===== config.mk =====
export PLATFORM = sky130hd
export DESIGN_NAME = pipe_stage_reg
export DESIGN_NICKNAME = d
export VERILOG_FILES = /design/src/rtl/pipe_stage_reg_pkg.sv /design/src/rtl/pipe_payload_reg.sv /design/src/rtl/pipe_stage_reg.sv
export SDC_FILE = /design/constraint.sdc
export NUM_CORES = 1
export LEC_CHECK = 0
export CAP_MARGIN = 20
export CORE_ASPECT_RATIO = 1.5
export CORE_MARGIN = 2
export CORE_UTILIZATION = 56
export CTS_BUF_LIST = sky130_fd_sc_hd__clkbuf_2 sky130_fd_sc_hd__clkbuf_4 sky130_fd_sc_hd__clkbuf_8
export CTS_CLUSTER_SIZE = 24
export DETAILED_ROUTE_END_ITERATION = 16
export PLACE_DENSITY = 0.95
export RECOVER_POWER = 50
export SLEW_MARGIN = 25
export SYNTH_ARGS = -nofsm -noshare
export SYNTH_HDL_FRONTEND = slang
export SYNTH_SLANG_ARGS = --single-unit

===== constraint.sdc =====
create_clock -name clk -period 3.1 [get_ports clk]
set_input_delay 0.465 -clock clk [delete_from_list [all_inputs] [get_ports clk]]
set_output_delay 0.465 -clock clk [all_outputs]
set_load 0.03 [all_outputs]

===== src/rtl/pipe_stage_reg_pkg.sv =====
// pipe_stage_reg_pkg: shared pipeline stage encoding and constants
package pipe_stage_reg_pkg;
  typedef enum logic [1:0] {EMPTY = 2'd0, ONE = 2'd1, FULL = 2'd2} stage_state_e;
  localparam logic [31:0] NOP_INSTR = 32'h0000_0000;
endpackage


===== src/rtl/pipe_payload_reg.sv =====
// pipe_payload_reg: loadable payload register with synchronous clear to a preset value
module pipe_payload_reg #(
  parameter int W = 8,
  parameter logic [W-1:0] RST_VAL = '0
) (
  input  logic         clk,
  input  logic         clr_i,
  input  logic         ld_i,
  input  logic [W-1:0] d_i,
  output logic [W-1:0] q_o
);
  logic [W-1:0] data_q;
  // clear wins over load; otherwise hold
  always_ff @(posedge clk) data_q <= clr_i ? RST_VAL : ld_i ? d_i : data_q;
  assign q_o = data_q;
endmodule


===== src/rtl/pipe_stage_reg.sv =====
// pipe_stage_reg: skid-buffered pipeline stage register with redirect, kill and stall counter
module pipe_stage_reg
  import pipe_stage_reg_pkg::*;
#(
  parameter int PC_W = 32,
  parameter int INSTR_W = 32,
  parameter int EXC_W = 5,
  parameter logic [PC_W-1:0] RESET_PC = '0,
  parameter logic [PC_W-1:0] HANDLER_PC = PC_W'(32'h0000_4180)
) (
  input  logic               clk,
  input  logic               reset_n,
  input  logic               req,
  input  logic               flush,
  input  logic               in_valid,
  output logic               in_ready,
  input  logic [PC_W-1:0]    in_pc,
  input  logic [INSTR_W-1:0] in_instr,
  input  logic [EXC_W-1:0]   in_exc,
  input  logic               in_bd,
  output logic               out_valid,
  input  logic               out_ready,
  output logic [PC_W-1:0]    out_pc,
  output logic [INSTR_W-1:0] out_instr,
  output logic [EXC_W-1:0]   out_exc,
  output logic               out_bd,
  output logic [15:0]        stall_cnt
);
  localparam int PW = PC_W + INSTR_W + EXC_W + 1;
  localparam logic [INSTR_W-1:0] NOP = INSTR_W'(NOP_INSTR);
  stage_state_e state_q, state_d;
  logic in_ready_q, in_xfer, out_xfer, ld_main, ld_skid;
  logic [PW-1:0] in_pl, main_d, main_q, skid_q;
  logic [15:0] stall_q;
  assign in_pl = {in_pc, in_instr, in_exc, in_bd};
  assign {out_pc, out_instr, out_exc, out_bd} = main_q;
  assign out_valid = state_q != EMPTY;
  assign in_ready = in_ready_q;
  assign stall_cnt = stall_q;
  assign in_xfer = in_valid & in_ready_q;
  assign out_xfer = out_valid & out_ready;
  // next occupancy and main/skid loads; redirect and kill override any handshake
  always_comb begin
    state_d = state_q;
    main_d = main_q;
    ld_main = 1'b0;
    ld_skid = 1'b0;
    if (req) begin
      state_d = EMPTY;
      main_d = {HANDLER_PC, NOP, {(EXC_W + 1){1'b0}}};
      ld_main = 1'b1;
    end else if (flush) begin
      state_d = EMPTY;
      main_d = {out_pc, NOP, {(EXC_W + 1){1'b0}}};
      ld_main = 1'b1;
    end else begin
      unique case (state_q)
        EMPTY: if (in_xfer) begin
          state_d = ONE;
          main_d = in_pl;
          ld_main = 1'b1;
        end
        ONE: if (in_xfer && out_xfer) begin
          main_d = in_pl;
          ld_main = 1'b1;
        end else if (in_xfer) begin
          state_d = FULL;
          ld_skid = 1'b1;
        end else if (out_xfer) begin
          state_d = EMPTY;
          main_d = {out_pc, NOP, out_exc, out_bd};
          ld_main = 1'b1;
        end
        FULL: if (out_xfer) begin
          state_d = ONE;
          main_d = skid_q;
          ld_main = 1'b1;
        end
        default: state_d = EMPTY;
      endcase
    end
  end
  // occupancy, registered ready and saturating stall counter
  always_ff @(posedge clk) begin
    if (!reset_n) begin
      state_q <= EMPTY;
      in_ready_q <= 1'b1;
      stall_q <= '0;
    end else begin
      state_q <= state_d;
      in_ready_q <= state_d != FULL;
      stall_q <= (out_valid && !out_ready && !(&stall_q)) ? stall_q + 16'd1 : stall_q;
    end
  end
  pipe_payload_reg #(.W(PW), .RST_VAL({RESET_PC, {(PW - PC_W){1'b0}}})) u_main (
    .clk(clk), .clr_i(!reset_n), .ld_i(ld_main), .d_i(main_d), .q_o(main_q)
  );
  pipe_payload_reg #(.W(PW), .RST_VAL('0)) u_skid (
    .clk(clk), .clr_i(!reset_n), .ld_i(ld_skid), .d_i(in_pl), .q_o(skid_q)
  );
endmodule


==> Word-level counts from Yosys, hierarchy flattened <==
Cells that the tools add are included.
{ "totals": {"latch_bits": 0, "mem_bits_rw": 0, "n_memories": 0, "mem_bits_ro": 0, "reg_bits": 159, "output_inout_bits": 88} }
{ "classes": {"shifts": 0, "eq_ne": 12, "reduce_logical": 13, "n_addsub": 1, "multipliers": 0, "n_div": 0, "bitwise_logic": 2, "n_mux": 27, "magnitude_cmp": 0} }
{ "op_table": {"columns": ["operator", "count"], "rows": [
  ["$mux W70", 5],
  ["$pmux W70 S3", 1],
  ["$mux W38", 2],
  ["$add A16 B1 Y16 const B", 1],
  ["$reduce_and A16 Y1", 1],
  ["$mux W2", 7],
  ["$ne A4 B4 Y1 const B", 3],
  ["$reduce_and A6 Y1", 2],
  ["$mux W1", 10],
  ["$ne A5 B5 Y1 const B", 2],
  ["$ne A3 B3 Y1 const B", 3],
  ["$pmux W2 S3", 1],
  ["$reduce_and A5 Y1", 1],
  ["$reduce_bool A5 Y1", 1],
  ["$ne A2 B2 Y1 const B", 2],
  ["$reduce_bool A4 Y1", 1],
  ["$logic_and A1 B1 Y1", 3],
  ["$pmux W1 S3", 1],
  ["$and A1 B1 Y1", 2],
  ["$eq A2 B1 Y1 const B", 1],
  ["$eq A2 B2 Y1 const B", 1],
  ["$logic_not A1 Y1", 2],
  ["$logic_not A2 Y1", 1],
  ["$reduce_bool A2 Y1", 1]
]} }

==> Depth between registers and ports, before layout <==
{ "depth": {"depth_word": 9, "depth_mapped": 9, "ltp_nobuf": 6} }

==> Hierarchy <==
Synthesis repeated with hierarchy kept, for this count alone.
{ "hier_totals": {"hier_cells": 756, "hier_area_um2": 7382.1} }
{ "by_module_without_submodules": {"columns": ["mod", "cells_each", "area_each_um2", "seq_area_each_um2", "n_inst"], "rows": [
  ["pipe_payload_reg", 226, 2512.4, 1401.3, 2],
  ["pipe_stage_reg", 304, 2357.3, 380.4, 1]
]} }

==> Least setup slack after synthesis <==
Ideal clock, no wire load.
{ "synth_timing": {"kind": "reg-to-reg", "start": "reg state_q[0]", "end": "reg u_main.data_q[14] (netlist: u_main.q_o[14])", "setup_time_ps": 134, "stages_incl_launch_ff": 10, "arrival_time_ps": 1760, "setup_slack_ps": 1206, "synth_period_minus_slack_ps": 1894, "path_cell_list": "dfxtp_1 inv_1 ha_1 buf_4 mux2i_1 o32ai_4 and3_1 clkbuf_1 buf_2 a211oi_1"} }
{ "synth_via": {"elab_chain_len": 9, "word_cells_on_any_way": 22, "classes_between": "eq/ne (6); mux (10); bitwise (1); reduce/logical (5)"} }
{ "synth_rtl": {"columns": ["item", "line", "text"], "rows": [
  ["start, declared", "pipe_stage_reg.sv:31", "stage_state_e state_q, state_d;"],
  ["start signal, assigned", "pipe_stage_reg.sv:90", "state_q <= state_d;"],
  ["$reduce_bool A2 Y1", "pipe_stage_reg.sv:37", "assign out_valid = state_q != EMPTY;"],
  ["$and A1 B1 Y1", "pipe_stage_reg.sv:41", "assign out_xfer = out_valid & out_ready;"],
  ["$mux W1", "pipe_stage_reg.sv:69, pipe_stage_reg.sv:74", null],
  ["$mux W1", "pipe_stage_reg.sv:66", "end else if (in_xfer) begin"],
  ["$mux W1", "pipe_stage_reg.sv:63", "ONE: if (in_xfer && out_xfer) begin"],
  ["$pmux W1 S3", "pipe_stage_reg.sv:57", "unique case (state_q)"],
  ["$mux W1", "pipe_stage_reg.sv:52", "end else if (flush) begin"],
  ["$mux W1", "pipe_stage_reg.sv:48", "if (req) begin"],
  ["$reduce_and A6 Y1 (no line)", null, null],
  ["end signal, assigned", "pipe_payload_reg.sv:14", "always_ff @(posedge clk) data_q <= clr_i ? RST_VAL : ld_i ? d_i : data_q;"],
  ["end, declared", "pipe_payload_reg.sv:12", "logic [W-1:0] data_q;"]
]} }
Parallel ways exist; a longest one is shown, timed or not. The select of a mux whose other input is x is not followed.
A chain may end at the register's enable or synchronous reset.

==> Final worst setup path <==
{ "layout_timing": {"start": "reg state_q[0]", "end": "reg stall_q[14] (netlist: stall_cnt[14])"} }
{ "layout_via": {"elab_chain_len": 3} }
{ "layout_rtl": {"columns": ["item", "line", "text"], "rows": [
  ["$reduce_bool A2 Y1", "pipe_stage_reg.sv:37", null],
  ["$logic_and A1 B1 Y1 (2 in series)", "pipe_stage_reg.sv:92", "stall_q <= (out_valid && !out_ready && !(&stall_q)) ? stall_q + 16'd1 : stall_q;"],
  ["end signal, assigned", "pipe_stage_reg.sv:92", null],
  ["end, declared", "pipe_stage_reg.sv:34", "logic [15:0] stall_q;"]
]} }
Every way passes these cells.

==> results.yml <==
pwr:
  p_int_mw: 3.03
  clk_network_pwr_share_pct: 38.3
  combinational_power_share_pct: 11.1
  totalPowerFinal_mw: 4.10
  leakage_nw: 3.64
  p_seq_share_pct: 50.6
  ir_drop_mv: 0.347
  p_sw_mw: 1.07
  switching_share_pct: 26.1
  power_density_mw_per_mm2: 441
sta:
  finClkSkew_ns: 0.0134
  post-route-worst-setup-slack_ns: 0.474
  slew-limit-headroom_pct: 32.3
  grt_setup_unrepaired: "false"
  whs_ns: 0.457
  highest_clock_frequency_the_design_can_meet_ghz: 0.381
  setup_total_negative_slack_ns: 0
  worst_slew_pin_slew_ns: 1.01
  fin_crit_ns: 2.63
  final.period_utilization_pct: 84.7
  timing.final.hold_violations: 0
  setup_viol: 0
  timing_max_transition_violations_final: 0
synthesis:
  ys_seq_elements: 159
  yosys_warns: 0
  postSynthNetCount: 961
  synth_cell_types: 49
  yosys.area.top_type_share_pct: 44.0
  synth_area_leaders: "dfxtp_1, nand2_1, a21oi_1"
  mappedNetlistArea_mm2: 0.00724
  synthesis.instances: 880
  synth_flop_cell: "dfxtp_1"
  synth_enable_flop_cells: 0
  synth-seq-area-share_pct: 44.0
  yosysTopAreaCell: "dfxtp_1"
  async_reset_ff_share_pct: 0
  post_synth.cell_area_avg_um2: 8.23
clock_tree:
  cts_resized: 0
  clk_pin_slew_worst_paths_ns: 0.09
  clockRootBuffer: "clkbuf_8"
  cts_post_setup_buffers_inserted: 0
  cts-buffers-inserted: 17
  cts_htree_levels: 4
  cts_max_path_buffers: 2
  tritoncts_clock_tree: "done"
  tritoncts_num_sinks: 159
  clk-insertion-delay-late_ns: 0.45
  cts-hold-fix-buffers: 0
layout:
  antennaDiodeCount: 0
  final_instance_count_excl_fillers: 1171
  multi_input_area_mm2: 0.00355
  seq_area_mm2: 0.00318
  final_core_utilization_pct: 74.0
  final.fill_count: 914
  drive_above_1_share_pct: 6.11
  stdcell_area_mm2: 0.00930
  fin_nets: 1083
  area.growth.synth_to_final_pct: 28.4
placement:
  gp_routability_congestion: 0.879
  placed_cell_area_mm2: 0.00890
  io_buffer_count: 163
  dp.cells: 1139
  dp.final_hpwl_um: 13100
  pre_cts_slack_ns: 0.366
critical_path:
  cpPeakStageDelay_ns: 0.66
  cp_data_arrival_time_ns: 3.01
  slowest_stage: "nor3b_1"
  timing.setup.critical_path_class: "reg2reg"
  worst-path-max-fanout: 11
  crit_chain: "inv_1 > ha_1 > nor3b_1 > o21ai_0 > or4_1 > a21oi_1"
  cp-start-kind: "flip-flop"
  endpoint_kind: "flip-flop"
  worst_ep_required_time_ns: 3.48
global_routing:
  grt_met2_use_pct: 49.3
  first_global_vias: 6615
  grt_max_degree: 48
  track_usage_pct: 27.6
  grt_use_met3_pct: 5.19
  wire_length_of_the_first_global_routing_pass_um: 31700
  busiest_layer: "met2"
  antenna_found_initial: 0
  overflow: 0
  global_routing_usage_on_met1_pct: 31.8
route:
  detail_routed_via_count_per_cell: 5.94
  drt_first_iter_violations: 526
  drcViolationCount: 0
  dr.pass1.iters: 5
  wl_per_cell_um: 16.7
  drt.antenna.violating_nets: 0
  via_count: 6955
  wirelength_um: 19500
floorplan:
  floorplan.die.width_um: 96.9
  die_ar_mm2: 0.0139
  io_pins: 164
  dieHeight_um: 143
  area_of_the_core_region_mm2: 0.0126
  floorplan.initialDensity_pct: 57.6
  row_count: 50
outcome:
  status: "completed"
flow_run:
  count_of_max_cap_constraint_violations: 0
worst_hold_path:
  hold_class: "reg2reg"
critical path, delay by kind of cell, from the launching register on:
kind / cells / cell delay [ns]
adder cells (fa/ha/maj): 1 / 0.36
buffers and inverters: 1 / 0.09
AO/OA/AOI/OAI: 2 / 0.56
flip-flops: 1 / 0.40
AND/OR/NAND/NOR: 2 / 1.15
layout by cell type (no fill, tap or decap), types with 4 or more instances in the layout:
cell type	netlist	final
nand2_1	189	189
clkbuf_8	0	18
a22oi_1	38	38
dlygate4sd3_1	0	87
nor3_1	29	29
o21ai_0	33	34
a211oi_1	40	40
nor2_1	8	8
ha_1	5	5
inv_1	38	38
nand2b_1	9	9
a31oi_1	38	38
mux2i_1	38	38
nand4_1	6	6
a22o_1	29	29
clkinvlp_4	0	4
a21oi_1	82	82
nand3_1	8	8
clkdlybuf4s50_1	0	76
a221oi_1	6	6
inv_6	0	6
buf_4	8	18
dfxtp_1	159	159
final cells by class:
cell class / count / area share (%)
multi-input cells: 600 / 38.2
flip-flops and latches: 159 / 34.2
repair buffers: 185 / 19.5
clock buffers: 19 / 2.74
well taps: 156 / 2.10
clock inverters: 13 / 1.63
inverters: 39 / 1.57
power groups by stage:
| stage | combinational, mW | clock [mW] | sequential [mW] |
|---|---|---|---|
| 2_1_floorplan | 0.216 | 0 | 2.16 |
| 3_3_place_gp | 0.445 | 0 | 2.12 |
| 3_5_place_dp | 0.455 | 0 | 2.12 |
| 4_1_cts | 0.457 | 1.59 | 2.08 |
| 5_1_grt | 0.489 | 1.68 | 2.08 |
| 6_report | 0.454 | 1.57 | 2.08 |
logic make-up (layout without fill, tap and decap cells):
logic type,Yosys count,count (layout),synth area share [%]
AOI/OAI and AO/OA,285,285,26.3
adders and majority gates,5,5,0.864
buffers and inverters,121,256,7.24
DFF,159,159,44.0
muxes,38,38,5.25
and+or+nand+nor,272,272,16.4
routing by layer:
| metal | wire length, µm | vias to the layer above | share of wire (%) |
|---|---|---|---|
| met5 | 0 | - | 0 |
| met4 | 673 | 0 | 3.4 |
| met3 | 1130 | 54 | 5.8 |
| met2 | 10200 | 294 | 52 |
| met1 | 7580 | 3225 | 39 |
| li1 | - | 3382 | - |
state kept, by name (all words and copies together) (netlist names):
name        cells
state_q         2
stall_cnt      16
u_main.q_o     70
in_ready        1
u_skid.q_o     70
worst paths after layout:
kind                   from  cells after the start  slack (ns)        endpoint
max              state_q[0]                      6        0.47   stall_cnt[14]
min          u_main.q_o[51]                      2        0.46  u_main.q_o[51]
max reg2reg      state_q[0]                      6        0.47   stall_cnt[14]
min reg2reg  u_main.q_o[51]                      2        0.46  u_main.q_o[51]
synthesized netlist by cell type (all sizes together) (2+ instances only):
cell type,n
a211oi,40
a21oi,82
a221o,2
a221oi,6
a22o,29
a22oi,38
a31oi,38
and2,2
and3,3
buf,37
clkbuf,45
dfxtp,159
ha,5
inv,39
mux2i,38
nand2,189
nand2b,9
nand3,8
nand4,6
nand4b,2
nor2,8
nor2b,2
nor3,30
o21ai,37
o311ai,2
o31ai,2
o41ai,2
or2,3
or3,3
or4,3
No activity file was read; power rests on OpenSTA's default activity.
